<file path="src/rtl/uart_pkg.sv">
`default_nettype none
// ----------------------------------------------------------------------------
// Package : uart_pkg
// Parity selectors, receiver FSM encoding and baud-period helper.
// Rev     : 1.0
// ----------------------------------------------------------------------------
package uart_pkg;

    localparam int unsigned PARITY_NONE = 0;
    localparam int unsigned PARITY_ODD  = 1;
    localparam int unsigned PARITY_EVEN = 2;

    typedef enum logic [2:0] {
        ST_IDLE   = 3'd0,
        ST_START  = 3'd1,
        ST_DATA   = 3'd2,
        ST_PARITY = 3'd3,
        ST_STOP   = 3'd4
    } rx_state_t;

    function automatic int unsigned bit_cyc(input int unsigned clk_hz,
                                            input int unsigned baud);
        return clk_hz / baud;
    endfunction

endpackage
`default_nettype wire

</file>
<file path="src/rtl/sync_fifo.sv">
`default_nettype none
// ----------------------------------------------------------------------------
// Module  : sync_fifo
// Show-ahead synchronous FIFO; a push into a full FIFO only lands if the
// same cycle also pops.
// Rev     : 1.0
// ----------------------------------------------------------------------------
module sync_fifo #(
    parameter int unsigned WIDTH = 8,
    parameter int unsigned DEPTH = 4
) (
    input  logic             clk,
    input  logic             rst,
    input  logic             i_push,
    input  logic             i_pop,
    input  logic [WIDTH-1:0] i_wr_data,
    output logic [WIDTH-1:0] o_rd_data,
    output logic             o_full,
    output logic             o_empty
);

    localparam int c_AW = $clog2(DEPTH);
    localparam logic [c_AW:0] c_FULL_CNT = (c_AW + 1)'(DEPTH);

    logic [WIDTH-1:0] r_mem [DEPTH];
    logic [c_AW-1:0]  r_wr_ptr;
    logic [c_AW-1:0]  r_rd_ptr;
    logic [c_AW:0]    r_count;
    logic             w_push;
    logic             w_pop;

    assign o_empty   = (r_count == '0);
    assign o_full    = (r_count == c_FULL_CNT);
    assign w_pop     = i_pop & ~o_empty;
    assign w_push    = i_push & (~o_full | w_pop);
    // Head word is forced to zero while empty so the port never shows stale data.
    assign o_rd_data = o_empty ? '0 : r_mem[r_rd_ptr];

    always_ff @(posedge clk) begin
        if (w_push) begin
            r_mem[r_wr_ptr] <= i_wr_data;
        end
    end

    always_ff @(posedge clk or posedge rst) begin
        if (rst) begin
            r_wr_ptr <= '0;
            r_rd_ptr <= '0;
            r_count  <= '0;
        end else begin
            if (w_push) begin
                r_wr_ptr <= r_wr_ptr + 1'b1;
            end
            if (w_pop) begin
                r_rd_ptr <= r_rd_ptr + 1'b1;
            end
            unique case ({w_push, w_pop})
                2'b10:   r_count <= r_count + 1'b1;
                2'b01:   r_count <= r_count - 1'b1;
                default: r_count <= r_count;
            endcase
        end
    end

endmodule
`default_nettype wire

</file>
<file path="src/rtl/uart_rx_fifo.sv">
`default_nettype none
// ----------------------------------------------------------------------------
// Module  : uart_rx_fifo
// Oversampling UART receiver with optional parity, stop-bit check and a
// receive FIFO that the command decoder drains at its own pace.
// Rev     : 1.0
// ----------------------------------------------------------------------------
module uart_rx_fifo #(
    parameter int unsigned CLK_HZ     = 100_000_000,
    parameter int unsigned BAUD       = 9600,
    parameter int unsigned DATA_BITS  = 8,
    parameter int unsigned PARITY     = 0,
    parameter int unsigned FIFO_DEPTH = 4
) (
    input  logic                 clk,
    input  logic                 rst,
    input  logic                 rx,
    input  logic                 rd_en,
    output logic [DATA_BITS-1:0] rd_data,
    output logic                 rd_valid,
    output logic                 frame_err,
    output logic                 parity_err,
    output logic                 overflow
);
    import uart_pkg::*;

    localparam int unsigned c_BIT_CYC  = bit_cyc(CLK_HZ, BAUD);
    localparam int unsigned c_HALF_CYC = c_BIT_CYC / 2;
    localparam int          c_CW       = $clog2(c_BIT_CYC);
    localparam int          c_BW       = $clog2(DATA_BITS + 1);
    localparam logic [c_CW-1:0] c_BIT_LAST  = c_CW'(c_BIT_CYC - 1);
    localparam logic [c_CW-1:0] c_HALF_LAST = c_CW'(c_HALF_CYC - 1);
    localparam logic [c_BW-1:0] c_DATA_LAST = c_BW'(DATA_BITS - 1);

    logic                 r_sync1;
    logic                 r_sync2;
    logic                 r_rx_prev;
    logic                 w_start_edge;
    rx_state_t            r_state;
    rx_state_t            w_state_nxt;
    logic [c_CW-1:0]      r_cyc_cnt;
    logic [c_BW-1:0]      r_bit_cnt;
    logic [DATA_BITS-1:0] r_shift;
    logic                 r_par_bad;
    logic                 r_frame_err;
    logic                 r_parity_err;
    logic                 r_overflow;
    logic                 w_bit_done;
    logic                 w_cyc_clr;
    logic                 w_shift_en;
    logic                 w_par_latch;
    logic                 w_stop_sample;
    logic                 w_push;
    logic                 w_full;
    logic                 w_empty;

    always_ff @(posedge clk or posedge rst) begin
        if (rst) begin
            r_sync1   <= 1'b1;
            r_sync2   <= 1'b1;
            r_rx_prev <= 1'b1;
        end else begin
            r_sync1   <= rx;
            r_sync2   <= r_sync1;
            r_rx_prev <= r_sync2;
        end
    end

    // Only a 1->0 transition starts a frame, so a line stuck low stays idle.
    assign w_start_edge = r_rx_prev & ~r_sync2;
    assign w_bit_done   = (r_cyc_cnt == c_BIT_LAST);

    always_ff @(posedge clk or posedge rst) begin
        if (rst) begin
            r_state <= ST_IDLE;
        end else begin
            r_state <= w_state_nxt;
        end
    end

    always_comb begin
        w_state_nxt   = r_state;
        w_cyc_clr     = 1'b0;
        w_shift_en    = 1'b0;
        w_par_latch   = 1'b0;
        w_stop_sample = 1'b0;
        unique case (r_state)
            ST_IDLE: begin
                if (w_start_edge) begin
                    w_state_nxt = ST_START;
                    w_cyc_clr   = 1'b1;
                end
            end
            ST_START: begin
                if (r_cyc_cnt == c_HALF_LAST) begin
                    w_cyc_clr   = 1'b1;
                    w_state_nxt = r_sync2 ? ST_IDLE : ST_DATA;
                end
            end
            ST_DATA: begin
                if (w_bit_done) begin
                    w_cyc_clr  = 1'b1;
                    w_shift_en = 1'b1;
                    if (r_bit_cnt == c_DATA_LAST) begin
                        w_state_nxt = (PARITY != PARITY_NONE) ? ST_PARITY : ST_STOP;
                    end
                end
            end
            ST_PARITY: begin
                if (w_bit_done) begin
                    w_cyc_clr   = 1'b1;
                    w_par_latch = 1'b1;
                    w_state_nxt = ST_STOP;
                end
            end
            ST_STOP: begin
                if (w_bit_done) begin
                    w_cyc_clr     = 1'b1;
                    w_stop_sample = 1'b1;
                    w_state_nxt   = ST_IDLE;
                end
            end
            default: w_state_nxt = ST_IDLE;
        endcase
    end

    assign w_push = w_stop_sample & r_sync2 & ~r_par_bad;

    always_ff @(posedge clk or posedge rst) begin
        if (rst) begin
            r_cyc_cnt    <= '0;
            r_bit_cnt    <= '0;
            r_shift      <= '0;
            r_par_bad    <= 1'b0;
            r_frame_err  <= 1'b0;
            r_parity_err <= 1'b0;
            r_overflow   <= 1'b0;
        end else begin
            if (w_cyc_clr || (r_state == ST_IDLE)) begin
                r_cyc_cnt <= '0;
            end else begin
                r_cyc_cnt <= r_cyc_cnt + 1'b1;
            end
            if (r_state == ST_IDLE) begin
                r_bit_cnt <= '0;
            end else if (w_shift_en) begin
                r_bit_cnt <= (r_bit_cnt == c_DATA_LAST) ? '0 : r_bit_cnt + 1'b1;
            end
            if (w_shift_en) begin
                r_shift <= {r_sync2, r_shift[DATA_BITS-1:1]};
            end
            // Odd parity wants the XOR over data and parity bit to be 1, even wants 0.
            if (r_state == ST_IDLE) begin
                r_par_bad <= 1'b0;
            end else if (w_par_latch) begin
                r_par_bad <= (^{r_shift, r_sync2}) != (PARITY == PARITY_ODD);
            end
            r_frame_err  <= w_stop_sample & ~r_sync2;
            r_parity_err <= w_stop_sample & r_sync2 & r_par_bad;
            r_overflow   <= w_push & w_full & ~rd_en;
        end
    end

    sync_fifo #(
        .WIDTH (DATA_BITS),
        .DEPTH (FIFO_DEPTH)
    ) u_fifo (
        .clk       (clk),
        .rst       (rst),
        .i_push    (w_push),
        .i_pop     (rd_en),
        .i_wr_data (r_shift),
        .o_rd_data (rd_data),
        .o_full    (w_full),
        .o_empty   (w_empty)
    );

    assign rd_valid   = ~w_empty;
    assign frame_err  = r_frame_err;
    assign parity_err = r_parity_err;
    assign overflow   = r_overflow;

endmodule
`default_nettype wire

</file>
<file path="config.mk">
export PLATFORM = sky130hd
export DESIGN_NAME = uart_rx_fifo
export DESIGN_NICKNAME = d
export VERILOG_FILES = /design/src/rtl/uart_pkg.sv /design/src/rtl/sync_fifo.sv /design/src/rtl/uart_rx_fifo.sv
export SDC_FILE = /design/constraint.sdc
export NUM_CORES = 1
export LEC_CHECK = 0
export BUFFER_PORTS_ARGS = -buffer_cell sky130_fd_sc_hd__buf_2
export CAP_MARGIN = 40
export CORE_UTILIZATION = 60
export DETAILED_ROUTE_END_ITERATION = 16
export GPL_ROUTABILITY_DRIVEN = 0
export GPL_TIMING_DRIVEN = 0
export MAX_ROUTING_LAYER = met4
export PLACE_DENSITY = 0.81
export REMOVE_ABC_BUFFERS = 1
export SYNTH_ARGS = -nofsm -noshare
export SYNTH_HDL_FRONTEND = slang
export SYNTH_SLANG_ARGS = --single-unit
</file>
<file path="constraint.sdc">
create_clock -name clk -period 6.8 [get_ports clk]
set_input_delay 1.02 -clock clk [delete_from_list [all_inputs] [get_ports clk]]
set_output_delay 1.02 -clock clk [all_outputs]
set_load 0.03 [all_outputs]
</file>
# Word level (Yosys, flattened, before mapping)
# Memory sizes are Yosys's and may differ from the RTL's.
# Cells that the tools add are included.
[totals] regBits=43 ram_bits=32 mem_count=1 inputBits=4 word_cells=86 output_inout_bits=12 latch_bits=0 romBits=0
[memory_table] name="u_fifo.r_mem" depth=4 word_bits=8 rd=1 rd_clocked_by_memory_dff=0 wr=1 line_no="sync_fifo.sv:25" source="logic [WIDTH-1:0] r_mem [DEPTH];"
[classes] n_mux=25 reduce_logical=9 add_sub_neg=6 n_bitwise=15 mul=0 magnitude_cmp=0 eq_ne=16 div_mod_pow=0 n_shift=0
[op_table] op="$mux 3" count=6
[op_table] op="$pmux 3 s5" count=1
[op_table] op="$add 14x1->14 const B" count=1
[op_table] op="$eq 14x13->1 const B" count=1
[op_table] op="$eq 14x14->1 const B" count=1
[op_table] op="$mux 14" count=1
[op_table] op="$mux 4" count=3
[op_table] op="$ne 2x2->1 const B" count=6
[op_table] op="$mux 1" count=10
[op_table] op="$and 1x1->1" count=9
[op_table] op="$reduce_xor 9->1" count=1
[op_table] op="$mux 8" count=1
[op_table] op="$eq 3x2->1 const B" count=2
[op_table] op="$eq 3x3->1 const B" count=2
[op_table] op="$logic_not 3->1" count=2
[op_table] op="$pmux 3 s2" count=1
[op_table] op="$reduce_and 6->1" count=1
[op_table] op="$reduce_bool 2->1" count=3
[op_table] op="$not 1->1" count=5
[op_table] op="$add 2x1->2 const B" count=2
[op_table] op="$add 4x1->4 const B" count=1
[op_table] op="$eq 4x3->1 const B" count=1
[op_table] op="$add 3x1->3 const B" count=1
[op_table] op="$eq 3x1->1 const B" count=1
[op_table] op="8 further kinds" count=8

# Depth between registers and ports, before layout
[logic_depth] depth_word=8 ltp_mapped=12 mapped_depth_nobuf=12

# Cells and area by module
# A second synthesis with hierarchy kept.
[hier_totals] hier_cells=253 area_unflattened_um2=3424.5
[modules_own_cells] mod="uart_rx_fifo" area_each_um2=1775.5 seq_area_each_um2=904.6 cells_each=162 n_inst=1
[modules_own_cells] mod="sync_fifo" area_each_um2=1649.1 seq_area_each_um2=1136.1 cells_each=91 n_inst=1

# Worst setup path before layout
# No wires, ideal clock.
[synth_timing] path_kind="in2reg" startpoint="input port rd_en" endpoint="register u_fifo.r_count[2]" arrival_time_ns=2.880 n_path_buf=0 path_stages=9 path_slack_ns=3.841 cell_sequence="or4b_2 > and2b_1 > inv_1 > ha_1 > inv_1 > fa_1 > xor2_1 > nor2_1 > xor2_1"
[synth_between] elab_chain_len=5
[synth_rtl] item="from (decl)" line_no="uart_rx_fifo.sv:18" source="input logic rd_en,"
[synth_rtl] item="$and 1x1->1 *" line_no="sync_fifo.sv:34" source="assign w_pop = i_pop & ~o_empty;"
[synth_rtl] item="$or 1x1->1" line_no="sync_fifo.sv:35" source="assign w_push = i_push & (~o_full | w_pop);"
[synth_rtl] item="$and 1x1->1" line_no="sync_fifo.sv:35"
[synth_rtl] item="$eq 2x1->1 or $eq 2x2->1 (tied branches)" line_no="sync_fifo.sv:57" source="unique case ({w_push, w_pop})"
[synth_rtl] item="$pmux 3 s2 or $reduce_bool 2->1 (tied branches)"
[synth_rtl] item="to (signal assigned)" line_no="sync_fifo.sv:58" source="2'b10: r_count <= r_count + 1'b1;"
[synth_rtl] item="to (signal assigned)" line_no="sync_fifo.sv:59" source="2'b01: r_count <= r_count - 1'b1;"
[synth_rtl] item="to (signal assigned)" line_no="sync_fifo.sv:60" source="default: r_count <= r_count;"
[synth_rtl] item="to (decl)" line_no="sync_fifo.sv:28" source="logic [c_AW:0] r_count;"
# Mark *: on every way between the ends. The rest lies on a longest branch, timed or not.
# A chain may end at the register's enable or synchronous reset.

# Worst setup path in the final report
[layout_timing] startpoint="register r_cyc_cnt[6]" endpoint="register u_fifo.r_count[2]"
[layout_between] elab_chain_len=8
[layout_rtl] item="from (decl)" line_no="uart_rx_fifo.sv:41" source="logic [c_CW-1:0] r_cyc_cnt;"
[layout_rtl] item="from (signal assigned)" line_no="uart_rx_fifo.sv:142" source="r_cyc_cnt <= r_cyc_cnt + 1'b1;"
[layout_rtl] item="$eq 14x14->1 *" line_no="uart_rx_fifo.sv:71" source="assign w_bit_done = (r_cyc_cnt == c_BIT_LAST);"
[layout_rtl] item="$mux 1 *" line_no="uart_rx_fifo.sv:117" source="if (w_bit_done) begin"
[layout_rtl] item="$mux 1 *" line_no="uart_rx_fifo.sv:87" source="unique case (r_state)"
[layout_rtl] item="$and 1x1->1 * (2 in series)" line_no="uart_rx_fifo.sv:127" source="assign w_push = w_stop_sample & r_sync2 & ~r_par_bad;"
[layout_rtl] item="$and 1x1->1 *" line_no="sync_fifo.sv:35"
[layout_rtl] item="$eq 2x1->1 or $eq 2x2->1 (tied branches)" line_no="sync_fifo.sv:57"
[layout_rtl] item="$pmux 3 s2 or $reduce_bool 2->1 (tied branches)"
# Marks and branches as above.

==> metrics <==
outcome=completed; Final Non-Filler Cells=340; Critical Path AT=3.38 ns; Max Freq=317.6 MHz; Max-slew headroom=0.6190; initial antenna violation count=0; Worst path max stage delay=0.56 ns; Netlist cell types=41; top area cells in the synthesized netlist=dfrtp_1 30%, edfxtp_1 29%, mux4_2 5.4%; sequential share of the synthesized area=0.6155; routed via count=1,870; CTS buffer count=9; Die Wd=76.34 um; area of the multi-input gates=1210 sq um; router iterations before antenna repair=4; largest net degree at the start of global routing=38; HP Class=reg -> reg; vias per cell=5.500; Filler Cell Count=338; Peak VDD IR=0.0002114 V; Initial Util=0.6370; nets=277; EDFF count, synth=32; Post-CTS Hold Buffers=0; CP max FO=9; Routed wire per std cell=15.36 um; Port Buffers=15; CP startpoint kind=register; first-pass GRT wire length=8894 um; IO Pins=16; # clock sinks=75; worst-margin pin slew=0.5714 ns; Initial DRC Count=115; max-capacitance violation count=0; H-tree depth=3; Power Density=276.5 nW/um^2; Crit Path Category=reg -> reg; clock transition at the registers of the reported paths=0.08 ns; GR Overflow Total=0; chip height=76.34 um; CTS root buf=clkbuf_8; final worst path period share=0.4630; Setup Buffers After CTS=0; Site Rows=26; final WL=5222 um; RSZ-0062 raised after global routing=no; post-layout min period=3.148 ns; CP cell instances=or4b_4 -> nor4_4 -> nand4b_1 -> and2b_1 -> inv_1 -> ha_1 -> inv_1 -> fa_1 -> xor2_1 -> nor2_1 -> xor2_1; Post-Route Setup TNS=0 ns; register area=2041 sq um; Core Box Area=5205 sq um; Mapped Area=3316 sq um; cell type with the largest total area after synthesis=dfrtp_1; detailed-route DRC error count=0; Fin. Hold Viols=0; ANT nets after route=0; setup violators final=0; Critical Path RT=7.04 ns; Static Leakage=1.584 nW; post-CTS sizing=0; ys async rst share=0.5733; Gate Count Post-Synth=245; Setup crit end kind=register; clock skew=0.007588 ns; die area=5827 sq um; Ant. Diodes=0; Slowest-stage cell, CP=or4b_4; Clock Tree Buf Depth=2; share of the synthesized area in the top cell type=0.3019; worst skew pair latency=0.35 ns; post-DP HPWL=3478 um; Synth Register Bits=75; final slew viol count=0; synthesis-to-layout area growth=10.53%; Yosys warnings=0; global-route usage over all layers=0.2109; Syn Area/Cell=13.53 sq um; layout cells sized above 1=0.2222; top_reg_cell synth=dfrtp_1; placed cell count=324; CTS tree=built; vias in the first global route=1,890
==> sequential cells by signal, summed over array words and instances (netlist names), 2 cells and up <==
name and cells:
r_bit_cnt 4, u_fifo.r_count 3, r_shift 8, r_state 3, u_fifo.r_mem 32, r_cyc_cnt 14
u_fifo.r_wr_ptr 2, u_fifo.r_rd_ptr 2
==> cell usage after synthesis, types with 2 or more instances <==
master	n
nand4_1	4
nand3b_1	2
clkbuf_1	5
dfstp_2	3
or4_1	2
and2_1	13
nor3_1	2
dfrtp_1	40
nand2_1	12
mux4_2	8
nand3_1	6
edfxtp_1	32
mux2_2	10
or4b_2	3
inv_1	10
a21oi_1	5
nor2_1	26
and3_1	2
xor2_1	9
ha_1	7
or3_1	2
o21ai_0	5
xnor2_1	18
mux2i_1	2
==> layout by cell type (no fill, tap or decap), drive strengths merged, types with 4 or more instances in the layout <==
master,synthesis,final
a21oi,5,5
and2,13,13
buf,2,16
clkbuf,5,10
dfrtp,40,40
edfxtp,32,32
ha,7,7
inv,10,10
mux2,10,10
mux4,8,8
nand2,12,12
nand3,7,7
nand4,4,4
nor2,26,26
o21ai,5,5
or4b,5,5
xnor2,18,18
xor2,9,9
==> metal layers <==
| layer | wire [um] | vias to the layer above | GRT usage |
|---|---|---|---|
| li1 | - | 910 | - |
| met1 | 2424 | 898 | 0.2588 |
| met2 | 2492 | 47 | 0.3234 |
| met3 | 193 | 15 | 0.07425 |
| met4 | 112 | 0 | 0.08077 |
| met5 | 0 | - | - |
==> critical path: cells and delay by family, from the launching register on <==
family,cells,cell delay [ns]
adder cells (fa/ha/maj),2,0.38
buffers and inverters,2,0.14
XOR/XNOR,2,0.30
flip-flops,1,0.47
AND/OR/NAND/NOR,5,1.75
==> where the power goes <==
| group | switching (mW) | total [mW] | leakage, nW | internal (mW) |
|---|---|---|---|---|
| Sequential | 0.0533 | 0.555 | 0.941 | 0.502 |
| Combinational | 0.0621 | 0.130 | 0.555 | 0.0683 |
| Clock | 0.159 | 0.328 | 0.0885 | 0.169 |
==> cell families after synthesis <==
family / share of synthesized area
AOI/OAI and AO/OA: 0.02189
xor gates and xnor gates: 0.07132
adders and majority gates: 0.03245
buffers and inverters: 0.01962
DFF: 0.6155
muxes: 0.09434
and+or+nand+nor: 0.1449
==> worst paths after layout <==
kind / depth (start not counted) / endpoint / startpoint / slack [ns]
hold / removal: 0 / r_sync2 / r_sync1 / 0.36
min in group asynchronous: 2 / overflow / rst / 0.56
max in group asynchronous: 3 / r_sync2 / rst / 5.75
hold reg to reg: 0 / r_sync2 / r_sync1 / 0.36
setup reg to reg: 11 / u_fifo.r_count[2] / r_cyc_cnt[6] / 3.65
setup / recovery: 11 / u_fifo.r_count[2] / r_cyc_cnt[6] / 3.65
==> stage by stage <==
step / worst slack (ns) / util / power [mW] / hold WS (ns) / cell area (sq um)
after floorplan: 3.841 / - / 0.6586 / 0.3452 / 3288
after CTS: 3.616 / 0.7041 / 1.024 / 0.3668 / 3665
after global routing: 3.461 / 0.7041 / 1.065 / 0.3695 / 3665
after detailed placement: 3.582 / 0.6668 / 0.6961 / 0.3513 / 3471
final: 3.652 / 0.7041 / 1.013 / 0.3644 / 3665
after global placement: 3.633 / 0.6630 / 0.6886 / 0.3495 / 3451
==> layout make-up <==
cell class | count | area share
repair buffers | 16 | 0.02595
well taps | 70 | 0.02390
clock buffers | 10 | 0.03482
clock inverters | 6 | 0.01809
multi-input cells | 153 | 0.3301
inverters | 10 | 0.01024
flip-flops and latches | 75 | 0.5568
Power figures use the tool's default switching activity.
